**config.mk**
```make
export PLATFORM = sky130hd
export DESIGN_NAME = gen_clk_multi_flat
export DESIGN_NICKNAME = d
export VERILOG_FILES = /design/src/rtl/gen_clk_multi_if.sv /design/src/rtl/gen_clk_multi.sv /design/src/flat_wrapper.sv
export SDC_FILE = /design/constraint.sdc
export NUM_CORES = 1
export LEC_CHECK = 0
export CAP_MARGIN = 20
export CORE_AREA = 8 8 45 47
export DETAILED_ROUTE_END_ITERATION = 10
export DIE_AREA = 0 0 53 55
export MAX_ROUTING_LAYER = met4
export PLACE_DENSITY_LB_ADDON = 0.2
export SYNTH_ARGS = -nofsm -noshare
export SYNTH_HDL_FRONTEND = slang
export SYNTH_SLANG_ARGS = --single-unit
```
**constraint.sdc**
```tcl
create_clock -name clk_8f -period 1.5 [get_ports clk_8f]
set_input_delay 0.15 -clock clk_8f [delete_from_list [all_inputs] [get_ports clk_8f]]
set_output_delay 0.15 -clock clk_8f [all_outputs]
set_load 0.01 [all_outputs]
```
**src/rtl/gen_clk_multi_if.sv**
```systemverilog
// Bundle between the divided-clock generator and its consumer: run request in,
// divided clocks and status out. Optional tick strobes appear with GEN_CLK_TICK_EN.
interface gen_clk_multi_if #(
  parameter int unsigned N_OUT = 2
);
  logic             enb;
  logic [N_OUT-1:0] clk_div;
  logic             locked;
  logic             busy;
`ifdef GEN_CLK_TICK_EN
  logic [N_OUT-1:0] tick;

  modport master (output enb, input clk_div, input locked, input busy, input tick);
  modport slave  (input enb, output clk_div, output locked, output busy, output tick);
`else
  modport master (output enb, input clk_div, input locked, input busy);
  modport slave  (input enb, output clk_div, output locked, output busy);
`endif
endinterface

```
**src/rtl/gen_clk_multi.sv**
```systemverilog
// Phase-related power-of-two clock divider driven by one shared counter, with
// glitch-free start/drain control. GEN_CLK_TICK_EN adds per-output rise strobes.
module gen_clk_multi #(
  parameter int unsigned N_OUT          = 2,
  parameter int unsigned FIRST_DIV_LOG2 = 2
) (
  input  logic           clk_8f,
  input  logic           rst,
  gen_clk_multi_if.slave bus
);
  localparam int unsigned CNT_W = FIRST_DIV_LOG2 + N_OUT - 1;
  localparam logic [CNT_W-1:0] CntMax = '1;

  typedef enum logic [1:0] {StIdle, StRun, StDrain} state_e;

  state_e           state_q;
  logic [CNT_W-1:0] cnt_q, cnt_d;
  logic             locked_q;
  logic             busy_q;
  logic             wrap;

  assign wrap = (cnt_q == CntMax);

  always_comb begin
    cnt_d = CNT_W'(cnt_q + 1'b1);
    if (state_q == StIdle) begin
      cnt_d = bus.enb ? CNT_W'(1'b1) : '0;
    end
  end

  always_ff @(posedge clk_8f or negedge rst) begin
    if (!rst) begin
      state_q  <= StIdle;
      cnt_q    <= '0;
      locked_q <= 1'b0;
      busy_q   <= 1'b0;
    end else begin
      cnt_q <= cnt_d;
      unique case (state_q)
        StIdle: begin
          if (bus.enb) begin
            state_q <= StRun;
            busy_q  <= 1'b1;
          end
        end
        StRun: begin
          if (!bus.enb) begin
            if (wrap) begin
              state_q  <= StIdle;
              locked_q <= 1'b0;
              busy_q   <= 1'b0;
            end else begin
              state_q <= StDrain;
            end
          end else if (wrap) begin
            locked_q <= 1'b1;
          end
        end
        StDrain: begin
          // A renewed request resumes without touching the counter phase.
          if (bus.enb) begin
            state_q <= StRun;
            if (wrap) locked_q <= 1'b1;
          end else if (wrap) begin
            state_q  <= StIdle;
            locked_q <= 1'b0;
            busy_q   <= 1'b0;
          end
        end
        default: begin
          state_q  <= StIdle;
          locked_q <= 1'b0;
          busy_q   <= 1'b0;
        end
      endcase
    end
  end

  assign bus.clk_div = cnt_q[CNT_W-1:FIRST_DIV_LOG2-1];
  assign bus.locked  = locked_q;
  assign bus.busy    = busy_q;

`ifdef GEN_CLK_TICK_EN
  logic [N_OUT-1:0] tick_q;

  // Strobe lands in the cycle where the matching divided clock has just risen.
  always_ff @(posedge clk_8f or negedge rst) begin
    if (!rst) begin
      tick_q <= '0;
    end else begin
      tick_q <= cnt_d[CNT_W-1:FIRST_DIV_LOG2-1] & ~cnt_q[CNT_W-1:FIRST_DIV_LOG2-1];
    end
  end

  assign bus.tick = tick_q;
`endif

endmodule

```
**src/flat_wrapper.sv**
```systemverilog
// flat-port wrapper written by rule: the top's interface ports become plain ports
module gen_clk_multi_flat 
#(
  parameter int unsigned N_OUT          = 2,
  parameter int unsigned FIRST_DIV_LOG2 = 2
)
  (clk_8f, rst, bus_enb, bus_clk_div, bus_locked, bus_busy);
  gen_clk_multi_if #(.N_OUT(N_OUT)) bus_i ();
  input  logic clk_8f;
  input  logic rst;
  input wire logic [$bits(bus_i.enb)-1:0] bus_enb;
  output wire logic [$bits(bus_i.clk_div)-1:0] bus_clk_div;
  output wire logic [$bits(bus_i.locked)-1:0] bus_locked;
  output wire logic [$bits(bus_i.busy)-1:0] bus_busy;
  assign bus_i.enb = bus_enb;
  assign bus_clk_div = bus_i.clk_div;
  assign bus_locked = bus_i.locked;
  assign bus_busy = bus_i.busy;
  gen_clk_multi #(.N_OUT(N_OUT), .FIRST_DIV_LOG2(FIRST_DIV_LOG2)) u_core (.clk_8f(clk_8f), .rst(rst), .bus(bus_i));
endmodule
```
==> run metrics, run 1 <==
status finished, final reports clean; leakage 0.269 nW; first-pass GRT wire length 1550 um; Post-Syn Instances 40; Post-Synth XOR/XNOR Area 0; # IOs 7; main area contributors after synthesis dfrtp_1 41%, ha_1 18%, and2b_2 4.1%; DRC violations left 0; DPL Wire Length 707 um; Net Count, Synth 49; Area growth syn-to-layout 33.3%; synthesized-area fraction occupied by adder cells 0.175; CTS tree done; # nets final 63; Post-Route WL 895 um; RSZ-0062 raised after global routing no; CTS Buf Count 3; Reg clk slew, reported paths 60 ps; Placement Cell Area 537 um^2; Core ar. 1380 um^2; CTS max path bufs 2; fillers 146; max frequency 688 MHz; initial antenna violation count 0; die width 53 um; Setup CP Type flop to flop; area of the multi-input gates 229 um^2; CTS sink cnt 7; slowest library cell on the worst path or4_1; 1st-iter DRT viols 3; Post-Synth Simple-Gate Area 0.161; #FFs+latches synth 7; main combinational cell family by area after synthesis adder cells; count of warnings emitted by yosys 0; area share of the largest cell type after synthesis 0.409; vias per cell 4.81; CP delay by family, top simple AND/OR/NAND/NOR gates; CTS H-Tree Depth 1; chip height 55 um; synthesized area per cell 10.7 um^2; power density over cell area 1800 nW/um^2; critical path, cell by cell ha_2 > ha_4 > or2b_1 > or4_1 > nand2_1; # Post-CTS Setup Buffers 1; MaxCap Viol Count 0; Design Area, Final 571 um^2; register area share after synthesis 0.409; pin count of the biggest net entering global routing 10; WHS 153 ps; Pins Over Slew Limit 0; headroom to the max-slew limit 0.787; Cell Area, Synth 428 um^2; crit start category flop; CP Capture Type flop; clock root cell clkbuf_4; number of port buffers 6; final worst clock skew 7.16 ps; Cell Rows 14; Max stage delay on crit path 390 ps; DR WL/cell 13.0 um; vias in the first global route 375; Antenna Nets Post-Route 0; Total Die Area 2920 um^2; synth unique cells 21; most frequent cells in the layout 7 x dfrtp_1, 6 x clkdlybuf4s50_1, 6 x buf_4; CTS Hold Buffers Added 0; Worst EP required 1690 ps; cell taking the most area after synthesis dfrtp_1; Tcrit/Tclk final 0.970; endpoints failing setup 0; Bufs and invs on worst path 0; actual slew at the worst max-slew pin 318 ps; min Tclk post-route 1450 ps; Congestion Overflow GR 0; Initial Util 0.309; global placement routability congestion 0.751; clk_lat worst skew 250 ps; all-layer global routing usage 0.0787; mux contribution to synthesized area 0.0234; worst path arrival time 1650 ps; routed vias 332; TritonRoute pass-1 iters 3; Synth Area in Compound Gates 0.135; leading cell type in the layout, fill and taps excluded dfrtp_1; Reg area 175 um^2; Crit Path Max Fanout 2; layout cells sized above 1 0.302; VDD IR max 0.000659 V; HP Class primary input to asynchronous set/reset pin; final hold vios 0; n_diodes 0; Post-CTS Resized 0
## sequential cells by signal, indices dropped and copies added (netlist names)
name and flops:
u_core.bus.busy 1, u_core.bus.locked 1, u_core.cnt_q 3, u_core.state_q 2
## cell families after synthesis
group                      count (synthesis)
adders and majority gates                  6
and+or+nand+nor                           11
AOI/OAI and AO/OA                          8
buffers and inverters                      7
muxes                                      1
DFF                                        7
## final cells by class
type,instances,share of cell area
flip-flops and latches,7,0.307
multi-input cells,26,0.401
well taps,16,0.0351
inverters,4,0.0263
repair buffers,12,0.184
clock buffers,4,0.0461
## power breakdown
part           internal (W)  leakage, nW  switching [W]
Clock              0.000102       0.0150      0.0000703
Sequential         0.000265       0.0912      0.0000509
Combinational      0.000299        0.163       0.000241
Total              0.000666        0.269       0.000363
## worst reg2reg max path, delay by kind of cell (launching register included)
kind	cells	cell delay, ps
adder cells (fa/ha/maj)	2	360
flip-flops	1	380
AND/OR/NAND/NOR	3	660
## Yosys cell counts
master,n
nor2b_1,1
o2bb2ai_1,1
a21oi_1,1
inv_1,4
or4_1,1
buf_4,2
dfrtp_1,7
o21ai_0,2
nor2_1,1
nand2b_1,1
a22o_2,1
or2b_1,1
o221ai_1,1
buf_6,1
and2b_2,2
mux2i_1,1
or2_4,1
ha_1,6
nand2_1,3
o31ai_1,1
o211ai_1,1
## through the flow
| stage | TNS (ps) | setup WS [ps] | instances | utilization | total power, W |
|---|---|---|---|---|---|
| after detailed placement | -46.7 | -46.7 | 64 | 0.388 | 0.000851 |
| after floorplan | -13.8 | -13.8 | 40 | - | 0.000684 |
| after global routing | 0 | 0.118 | 69 | 0.412 | 0.00113 |
| final | 0 | 45.7 | 69 | 0.412 | 0.00103 |
| after global placement | -19.8 | -19.8 | 64 | 0.388 | 0.000819 |
| after CTS | 0 | 39.9 | 69 | 0.412 | 0.00105 |
## worst paths after layout
path                                           startpoint                             to  slack [ps]  cells past startpoint
worst min register to register  u_core.cnt_q[0]$_DFF_PN0_      u_core.cnt_q[0]$_DFF_PN0_         490                      1
worst min-delay path                                  rst  u_core.state_q[1]$_DFFE_PN0P_         150                      1
max in group asynchronous                             rst    u_core.bus.busy$_DFFE_PN0P_        1100                      1
min in group clk_8f             u_core.cnt_q[0]$_DFF_PN0_      u_core.cnt_q[0]$_DFF_PN0_         490                      1
worst max-delay path            u_core.cnt_q[1]$_DFF_PN0_  u_core.state_q[1]$_DFFE_PN0P_          50                      5
worst max register to register  u_core.cnt_q[1]$_DFF_PN0_  u_core.state_q[1]$_DFFE_PN0P_          50                      5
## metal layers
layer  up-vias  global-route usage  wire length, um
li1        161                   -                -
met1       164              0.0647              329
met4         0              0.0517                0
met3         0              0.0561               98
met2         7               0.125              467
met5         -                   -                0
Power figures use the tool's default switching activity.
==> run 2, diff against run 1 <==
Settings changed: ABC_AREA from default to 1, SKIP_CTS_REPAIR_TIMING from default to 1.
==> run 2 against run 1 <==
Net effect: critical path type is now flop to output pin; hold slack improved by 12 ps; register-to-register slack better by 170 ps; largest cell class unchanged; critical path depth shrank 4; clock skew down 5.7 ps; largest power group unchanged; global-route usage is 0.23 points lower; maximum frequency grew 12%; utilization fell by 4.2 points; synthesized cell count increased by 30%.
==> run metrics, run 2 <==
Reg clk slew, reported paths 60 ps (about the same); max frequency 772 MHz (was 688 MHz); worst flop-to-flop path startpoint u_core.state_q[0]$_DFFE_PN0P_ (was u_core.cnt_q[1]$_DFF_PN0_); Post-Syn Instances 52 (was 40); top_reg_cell synth dfrtp_1 (unchanged); main area contributors after synthesis dfrtp_1 42%, ha_1 18%, nand2_1 11% (was dfrtp_1 41%, ha_1 18%, and2b_2 4.1%); Area growth syn-to-layout 21.7% (was 33.3%); initial antenna violation count 0 (unchanged); internal power 0.000634 W (was 0.000666 W); CTS H-Tree Depth 1 (unchanged); Tcrit/Tclk final 0.863 (was 0.970); Worst EP required 1350 ps (was 1690 ps); pin count of the biggest net entering global routing 8 (was 10); # IOs 7 (unchanged); Post-synth top cells 12 x nand2_1, 8 x nor2_1, 7 x dfrtp_1, 7 x inv_1, 6 x ha_1 (was 7 x dfrtp_1, 6 x ha_1, 4 x inv_1); crit start category flop (unchanged); vias per cell 4.37 (was 4.81); synthesized area per cell 8.11 um^2 (was 10.7 um^2); # nets final 70 (was 63); async set-or-reset flop fraction in the synthesized netlist 1.00 (unchanged); CTS sink cnt 7 (unchanged); Clock power frac 0.165 (was 0.167); die width 53 um (unchanged); setup TNS 0 ps (unchanged); TritonRoute pass-1 iters 4 (was 3); vias in the first global route 373 (was 375); slowest library cell on the worst path clkdlybuf4s50_1 (was or4_1); final worst clock skew 1.41 ps (was 7.16 ps); number of port buffers 6 (unchanged); area share of the largest cell type after synthesis 0.415 (was 0.409); Initial Util 0.305 (was 0.309); biggest regs u_core.cnt_q x3, u_core.state_q x2 (unchanged); VDD IR max 0.000731 V (was 0.000659 V); DRC violations left 0 (unchanged); all-layer global routing usage 0.0764 (was 0.0787); Cell Area, Synth 422 um^2 (was 428 um^2); CTS tree done (unchanged); share of power burned in registers 0.307 (was 0.308); Switching Fraction 0.415 (was 0.352); leading cell type in the layout, fill and taps excluded nand2_1 (was dfrtp_1); most frequent cells in the layout 12 x nand2_1, 8 x nor2_1, 7 x inv_1, 7 x dfrtp_1 (was 7 x dfrtp_1, 6 x clkdlybuf4s50_1, 6 x buf_4); power density over cell area 2110 nW/um^2 (was 1800 nW/um^2); WHS 164 ps (was 153 ps); Bufs and invs on worst path 1 (was 0); status finished, final reports clean (unchanged); Crit. path cell count 1 (was 5); n_diodes 0 (unchanged); Congestion Overflow GR 0 (unchanged); routed vias 332 (unchanged); Net Count, Synth 61 (was 49); worst path arrival time 1140 ps (was 1650 ps); RSZ-0062 raised after global routing no (unchanged); CTS Buf Count 3 (unchanged); 1st-iter DRT viols 11 (was 3); MaxCap Viol Count 0 (unchanged); chip height 55 um (unchanged); synth unique cells 12 (was 21); RR Endpoint u_core.state_q[0]$_DFFE_PN0P_ (was u_core.state_q[1]$_DFFE_PN0P_); layout cells sized above 1 0.100 (was 0.302); Setup crit start u_core.bus.busy$_DFFE_PN0P_ (was u_core.cnt_q[1]$_DFF_PN0_); Net Sw Power 0.000450 W (was 0.000363 W); Post-synth EDFFs 0 (unchanged); CP Capture Type output pin (was flop); global placement routability congestion 0.824 (was 0.751); Total Die Area 2920 um^2 (unchanged); register area share after synthesis 0.415 (was 0.409); count of warnings emitted by yosys 0 (unchanged); count leader, synth nand2_1 (was dfrtp_1); CP delay by family, top buffers and inverters (was simple AND/OR/NAND/NOR gates); R2R setup slack 220 ps (was 50 ps); clock root cell clkbuf_4 (unchanged); DPL Wire Length 651 um (was 707 um); HP Class primary input to asynchronous set/reset pin (unchanged); DR WL/cell 11.3 um (was 13.0 um); max FFs per register 3 (unchanged); endpoints failing setup 0 (unchanged); Critical Path Sink bus_busy (was u_core.state_q[1]$_DFFE_PN0P_); Core ar. 1380 um^2 (unchanged); Biggest register u_core.cnt_q (unchanged); cells on worst reg2reg path 7 (was 5); first-pass GRT wire length 1520 um (was 1550 um); min Tclk post-route 1290 ps (was 1450 ps); leakage 0.273 nW (was 0.269 nW); actual slew at the worst max-slew pin 350 ps (was 318 ps); Cell Rows 14 (unchanged); CTS max path bufs 2 (unchanged); Post-Route WL 861 um (was 895 um); final hold vios 0 (unchanged); Antenna Nets Post-Route 0 (unchanged); Crit Path Max Fanout 2 (unchanged); headroom to the max-slew limit 0.766 (was 0.787); cell taking the most area after synthesis dfrtp_1 (unchanged); Final Non-Filler Cells 76 (was 69); placed cells 72 (was 64); power share of the combinational group 0.527 (was 0.525); clk_lat worst skew 260 ps (was 250 ps); Setup CP Type flop to output pin (was flop to flop); Max stage delay on crit path 540 ps (was 390 ps); critical path, cell by cell clkdlybuf4s50_1 (was ha_2 > ha_4 > or2b_1 > or4_1 > nand2_1); #FFs+latches synth 7 (unchanged); Pins Over Slew Limit 0 (unchanged)
run 2: routing by layer:
metal,up-vias,global-route usage,share of wire
met5,-,-,0
met4,0,0.0647,0.029
met3,4,0.0267,0.059
met2,6,0.119,0.46
met1,147,0.0755,0.45
li1,175,-,-
run 2: stage by stage:
stage | total power (W) | util | cell area [um^2] | setup slack [ps]
2_1_floorplan | 0.000744 | - | 422 | 362
3_3_place_gp | 0.000911 | 0.352 | 487 | 206
3_5_place_dp | 0.000911 | 0.352 | 487 | 224
4_1_cts | 0.00111 | 0.371 | 513 | 185
5_1_grt | 0.00122 | 0.371 | 513 | 89.5
6_report | 0.00108 | 0.371 | 513 | 205
run 2: cell families (layout without fill, tap and decap cells):
group           count (synthesis)  after routing  synth area share
buf+inv                        10             18             0.107
compound gates                  4              4            0.0475
fa+ha+maj                       6              6             0.178
flops                           7              7             0.415
simple gates                   25             25             0.252
run 2: area by class of cell:
class                      count  area, um^2
fill                         146         871
clock buffer                   4        26.3
sequential                     7         175
inverter                       8        30.0
tap                           16        20.0
timing repair buffer           6        60.1
multi-input combinational     35         201
run 2: worst min path at each step:
stage | to | start | cells after the start
floorplan | u_core.bus.busy$_DFFE_PN0P_ | rst | 0
global placement | u_core.cnt_q[2]$_DFF_PN0_ | rst | 1
detailed placement | u_core.cnt_q[2]$_DFF_PN0_ | rst | 1
CTS | u_core.cnt_q[2]$_DFF_PN0_ | rst | 1
global route | u_core.state_q[1]$_DFFE_PN0P_ | rst | 1
finish | u_core.cnt_q[2]$_DFF_PN0_ | rst | 1
run 2: power by group through the flow:
stage,Combinational [W],Sequential [W],Clock (W)
final,0.000571,0.000333,0.000179
after detailed placement,0.000571,0.000340,0
after global placement,0.000577,0.000334,0
after floorplan,0.000405,0.000339,0
after CTS,0.000576,0.000337,0.000194
after global routing,0.000673,0.000348,0.000197
==> run 3, diff against run 2 <==
Settings changed: PLACE_DENSITY from default to 0.54, PLACE_DENSITY_LB_ADDON 0.2 to default.
==> run 3 against run 2 <==
Net effect: sequential share of layout area stayed put; sequential cell count stayed put; setup slack worse by 9.4 ps; largest power group unchanged; critical path depth stayed put; cell area stayed put; global-route usage is 0.47 points lower; clock skew hardly changed; count of clock-buffer cells in the layout stayed put; die area stayed put.
==> run metrics, run 3 (synthesis results as in run 2) <==
status finished, final reports clean (unchanged); CTS Buf Count 3 (unchanged); Area growth syn-to-layout 21.7% (unchanged); Antenna Nets Post-Route 0 (unchanged); actual slew at the worst max-slew pin 332 ps (was 350 ps); Congestion Overflow GR 0 (unchanged); final worst clock skew 1.88 ps (was 1.41 ps); biggest regs u_core.cnt_q x3, u_core.state_q x2 (unchanged); power share of the combinational group 0.525 (was 0.527); CTS tree done (unchanged); share of power burned in registers 0.316 (was 0.307); MaxCap Viol Count 0 (unchanged); RSZ-0062 raised after global routing no (unchanged); min Tclk post-route 1300 ps (was 1290 ps); Biggest register u_core.cnt_q (unchanged); VDD IR max 0.000778 V (was 0.000731 V); number of port buffers 6 (unchanged); Total Die Area 2920 um^2 (unchanged); Reg clk slew, reported paths 50 ps (was 60 ps); headroom to the max-slew limit 0.778 (was 0.766); Worst EP required 1350 ps (about the same); Net Sw Power 0.000433 W (was 0.000450 W); clock root cell clkbuf_4 (unchanged); # IOs 7 (unchanged); chip height 55 um (unchanged); pin count of the biggest net entering global routing 8 (unchanged); Clock power frac 0.160 (was 0.165); # nets final 70 (unchanged); Pins Over Slew Limit 0 (unchanged); clk_lat worst skew 250 ps (was 260 ps); global placement routability congestion 0.789 (was 0.824); all-layer global routing usage 0.0717 (was 0.0764); HP Class primary input to asynchronous set/reset pin (unchanged); Core ar. 1380 um^2 (unchanged); max frequency 767 MHz (was 772 MHz); Initial Util 0.305 (unchanged); CTS H-Tree Depth 1 (unchanged); worst flop-to-flop path startpoint u_core.state_q[0]$_DFFE_PN0P_ (unchanged); DPL Wire Length 637 um (was 651 um); setup TNS 0 ps (unchanged); Placement Cell Area 487 um^2 (unchanged); max FFs per register 3 (unchanged); CP Capture Type output pin (unchanged); critical path, cell by cell clkdlybuf4s50_1 (unchanged); fillers 148 (was 146); TritonRoute pass-1 iters 4 (unchanged); vias in the first global route 317 (was 373); layout cells sized above 1 0.100 (unchanged); Setup CP Type flop to output pin (unchanged); slowest library cell on the worst path clkdlybuf4s50_1 (unchanged); leading cell type in the layout, fill and taps excluded nand2_1 (unchanged); cells on worst reg2reg path 7 (unchanged); Cell Rows 14 (unchanged); power density over cell area 2080 nW/um^2 (was 2110 nW/um^2); routed vias 335 (was 332); CTS sink cnt 7 (unchanged); Max stage delay on crit path 540 ps (about the same); die width 53 um (unchanged); CP delay by family, top buffers and inverters (unchanged); DR WL/cell 10.5 um (was 11.3 um); Crit Path Max Fanout 2 (unchanged); Final Power 0.00106 W (was 0.00108 W); RR Endpoint u_core.state_q[0]$_DFFE_PN0P_ (unchanged); initial antenna violation count 0 (unchanged); Design Area, Final 513 um^2 (unchanged); endpoints failing setup 0 (unchanged); worst path arrival time 1150 ps (was 1140 ps); crit start category flop (unchanged); vias per cell 4.41 (was 4.37); CTS max path bufs 2 (unchanged); Setup WS pre-CTS 208 ps (was 224 ps); Tcrit/Tclk final 0.870 (was 0.863); Bufs and invs on worst path 1 (unchanged); final hold vios 0 (unchanged); post-route setup slack 196 ps (was 205 ps); 1st-iter DRT viols 7 (was 11); most frequent cells in the layout 12 x nand2_1, 8 x nor2_1, 7 x inv_1, 7 x dfrtp_1 (unchanged); DRC violations left 0 (unchanged); Post-Route WL 798 um (was 861 um); first-pass GRT wire length 1400 um (was 1520 um); R2R setup slack 210 ps (was 220 ps); internal power 0.000632 W (was 0.000634 W); leakage 0.273 nW (unchanged); n_diodes 0 (unchanged); Switching Fraction 0.407 (was 0.415)
==> run 3: cell counts in the layout (fill, tap and decap cells not counted) <==
Identical to the previous run, type by type.
==> run 3: final cells by class <==
cell class / count / area (um^2) / area share
clock buffers: 4 / 26.3 / 0.0512
inverters: 8 / 30.0 / 0.0585
multi-input cells: 35 / 201 / 0.393
flip-flops and latches: 7 / 175 / 0.341
well taps: 16 / 20.0 / 0.0390
repair buffers: 6 / 60.1 / 0.117
==> run 3: per-stage QoR <==
stage	std cells	utilization	hold slack (ps)
floorplan	52	-	-146
global placement	72	0.352	445
finish	76	0.371	165
global route	76	0.371	172
CTS	76	0.371	169
detailed placement	72	0.352	436
==> run 3: worst max-delay path by stage <==
| stage | depth (start not counted) | from | to |
|---|---|---|---|
| final | 1 | u_core.cnt_q[2]$_DFF_PN0_ | bus_clk_div[1] |
| after global placement | 6 | bus_enb | u_core.state_q[0]$_DFFE_PN0P_ |
| after global routing | 7 | u_core.state_q[0]$_DFFE_PN0P_ | u_core.state_q[0]$_DFFE_PN0P_ |
| after detailed placement | 7 | u_core.state_q[0]$_DFFE_PN0P_ | u_core.state_q[0]$_DFFE_PN0P_ |
| after floorplan | 6 | u_core.state_q[0]$_DFFE_PN0P_ | u_core.bus.locked$_DFFE_PN0P_ |
| after CTS | 1 | u_core.cnt_q[2]$_DFF_PN0_ | bus_clk_div[1] |
==> run 3: power by group through the flow <==
stage | logic (W) | clock network (W) | registers, W
after floorplan | 0.000405 | 0 | 0.000339
after global placement | 0.000561 | 0 | 0.000334
after detailed placement | 0.000566 | 0 | 0.000340
after CTS | 0.000572 | 0.000178 | 0.000337
after global routing | 0.000640 | 0.000205 | 0.000349
final | 0.000559 | 0.000170 | 0.000336
==> run 3: metal layers <==
layer  up-vias  wire [um]  global-route usage  share of wire
li1        173          -                   -              -
met1       152        355              0.0735           0.44
met2        10        357               0.105           0.45
met3         0         85              0.0588           0.11
met4         0          0              0.0129              0
met5         -          0                   -              0
==> edit: new RTL, config.mk and constraints of run 1 <==
`N_OUT` is set to 2 in 3 places; all go to 4.
--- a/src/rtl/gen_clk_multi_if.sv
+++ b/src/rtl/gen_clk_multi_if.sv
@@ -3,3 +3,3 @@
 interface gen_clk_multi_if #(
-  parameter int unsigned N_OUT = 2
+  parameter int unsigned N_OUT = 4
 );
--- a/src/rtl/gen_clk_multi.sv
+++ b/src/rtl/gen_clk_multi.sv
@@ -3,3 +3,3 @@
 module gen_clk_multi #(
-  parameter int unsigned N_OUT          = 2,
+  parameter int unsigned N_OUT          = 4,
   parameter int unsigned FIRST_DIV_LOG2 = 2
--- a/src/flat_wrapper.sv
+++ b/src/flat_wrapper.sv
@@ -3,3 +3,3 @@
 #(
-  parameter int unsigned N_OUT          = 2,
+  parameter int unsigned N_OUT          = 4,
   parameter int unsigned FIRST_DIV_LOG2 = 2
Ports: changed (resized bus_clk_div); port bits go from 7 to 9. The function was not compared with the original's and may differ.
==> edit against run 1 <==
- the run now ends with setup timing left
- sequential power grew 20%
- design area grew 25%
- fmax shrank 5.9%
- routed wire length grew 2.2%
- die area is the same
- non-clock buffer count grew 6
- worst setup slack lost 91 ps
- area after synthesis grew 21%
- largest power group unchanged
- sequential cell count grew 2
- cell count grew 23%
- total power grew 13%
- critical endpoint unchanged
- worst hold slack gained 38 ps
==> edit: results (changes against run 1) <==
\begin{tabular}{lr}
\hline
Metric & Value \\
\hline
\multicolumn{2}{l}{\textbf{Setup path}} \\
\quad Critical-path top delay cell & sky130\_fd\_sc\_hd\_\_dfrtp\_1 \\
\quad Critical path arrival & 1740 ps (+90 ps) \\
\quad CP max FO & 3 (+1) \\
\multicolumn{2}{l}{\textbf{Global route}} \\
\quad Largest net degree at the start of global routing & 11 (+1) \\
\quad Via count of the first global-routing pass & 363 (-3.2\%) \\
\quad GRT Resource Usage Total & 0.0750 (-0.00366) \\
\multicolumn{2}{l}{\textbf{Pwr}} \\
\quad Switching Power & 0.411 mW (+13\%) \\
\quad VDD IR max & 727 uV (+10\%) \\
\quad Leakage Power & 0.330 nW (+23\%) \\
\multicolumn{2}{l}{\textbf{Synth}} \\
\quad Top cell types by occurrence after synthesis & sky130\_fd\_sc\_hd\_\_dfrtp\_1, sky130\_fd\_sc\_hd\_\_ha\_1 \\
\quad Register area share after synthesis & 0.436 (+0.0265) \\
\quad Net count after synthesis & 61 (+24\%) \\
\quad Top cells by area in the synthesized netlist & sky130\_fd\_sc\_hd\_\_dfrtp\_1, sky130\_fd\_sc\_hd\_\_ha\_1, sky130\_fd\_sc\_hd\_\_buf\_4 \\
\quad Synth cell types & 22 (+4.8\%) \\
\quad Average cell area after synthesis & 9.94 um\^{}2 (-7.1\%) \\
\multicolumn{2}{l}{\textbf{Final layout}} \\
\quad Layout cells sized above 1 & 0.246 (-0.0555) \\
\quad Largest registers & u\_core.cnt\_q x5, u\_core.state\_q x2 \\
\quad Layout Nets & 79 (+25\%) \\
\quad Filler Cells Inserted & 126 (-14\%) \\
\multicolumn{2}{l}{\textbf{Place}} \\
\quad Number of cells in the design after placement & 80 (+25\%) \\
\quad Count of input and output buffers & 8 (+2) \\
\quad Global placement routability congestion & 0.743 (-1.0\%) \\
\quad Hpwl dp & 732 um (+3.6\%) \\
\multicolumn{2}{l}{\textbf{Routing}} \\
\quad Iteration-0 DRC count of the detailed router & 10 (+7) \\
\quad Post-DR vias/cell & 4.64 (-3.7\%) \\
\quad Average wire per standard cell & 10.8 um (-17\%) \\
\multicolumn{2}{l}{\textbf{STA}} \\
\quad Total setup violations reported at the end of the flow & 1 (+1) \\
\quad Measured slew at the worst slew-check pin & 411 ps (+92.6 ps) \\
\quad Worst setup margin & -45.5 ps (-91.3 ps) \\
\multicolumn{2}{l}{\textbf{Status}} \\
\quad Outcome & complete, but fails checks \\
\quad Violated checks & setup timing \\
\hline
\end{tabular}
edit: cell type report:
type                       instances  area (um^2)  area share
multi-input combinational         34          270       0.380
sequential                         9          225       0.316
timing repair buffer              18          155       0.218
clock buffer                       4         26.3      0.0369
tap                               16         20.0      0.0281
inverter                           4         15.0      0.0211
edit: routing by layer:
metal | GRT usage | vias to the layer above | routed length (um)
li1 | - | 204 | -
met3 | 0.0348 | 2 | 52
met5 | - | - | 0
met4 | 0.0388 | 0 | 10
met2 | 0.111 | 7 | 399
met1 | 0.0826 | 181 | 452
edit: logic make-up (layout without fill, tap and decap cells):
| kind of cell | after synthesis | in the layout | synth area share |
|---|---|---|---|
| and+or+nand+nor | 18 | 18 | 0.186 |
| DFF | 9 | 9 | 0.436 |
| buffers and inverters | 9 | 26 | 0.0944 |
| AOI/OAI and AO/OA | 7 | 7 | 0.0848 |
| adders and majority gates | 6 | 6 | 0.145 |
| xor gates and xnor gates | 2 | 2 | 0.0339 |
| muxes | 1 | 1 | 0.0194 |
edit: stage by stage:
step	cell area, um^2	worst slack, ps	TNS [ps]	power (mW)
5_1_grt	712	-64.2	-64.2	1.26
3_3_place_gp	671	-4.54	-4.54	0.950
3_5_place_dp	671	-25.9	-25.9	0.949
4_1_cts	697	-33.9	-33.9	1.14
2_1_floorplan	537	-22.7	-22.7	0.702
6_report	712	-45.5	-45.5	1.17
edit: worst paths after layout:
check,endpoint,slack [ps],cells past startpoint
max,u_core.state_q[1],-50,6
min,u_core.state_q[0],190,1
max reg2reg,u_core.state_q[1],-50,6
min reg2reg,u_core.bus.busy,510,2
max in group asynchronous,u_core.bus.locked,1020,1
min in group clk_8f,u_core.bus.busy,510,2
edit: power groups by stage:
stage               Combinational, mW  Sequential, mW  Clock [mW]
global placement                0.569           0.381           0
detailed placement              0.567           0.383           0
global route                    0.661           0.386       0.209
CTS                             0.570           0.379       0.194
finish                          0.600           0.379       0.186
floorplan                       0.305           0.397           0
edit: repair_timing:
| item | 4_1_cts | 5_1_grt |
|---|---|---|
| endpoints found under the setup margin | 1 | 1 |
| setup buffers | 0 | 1 |
| pin swaps | 1 | 1 |
| resized for setup | 0 | 1 |
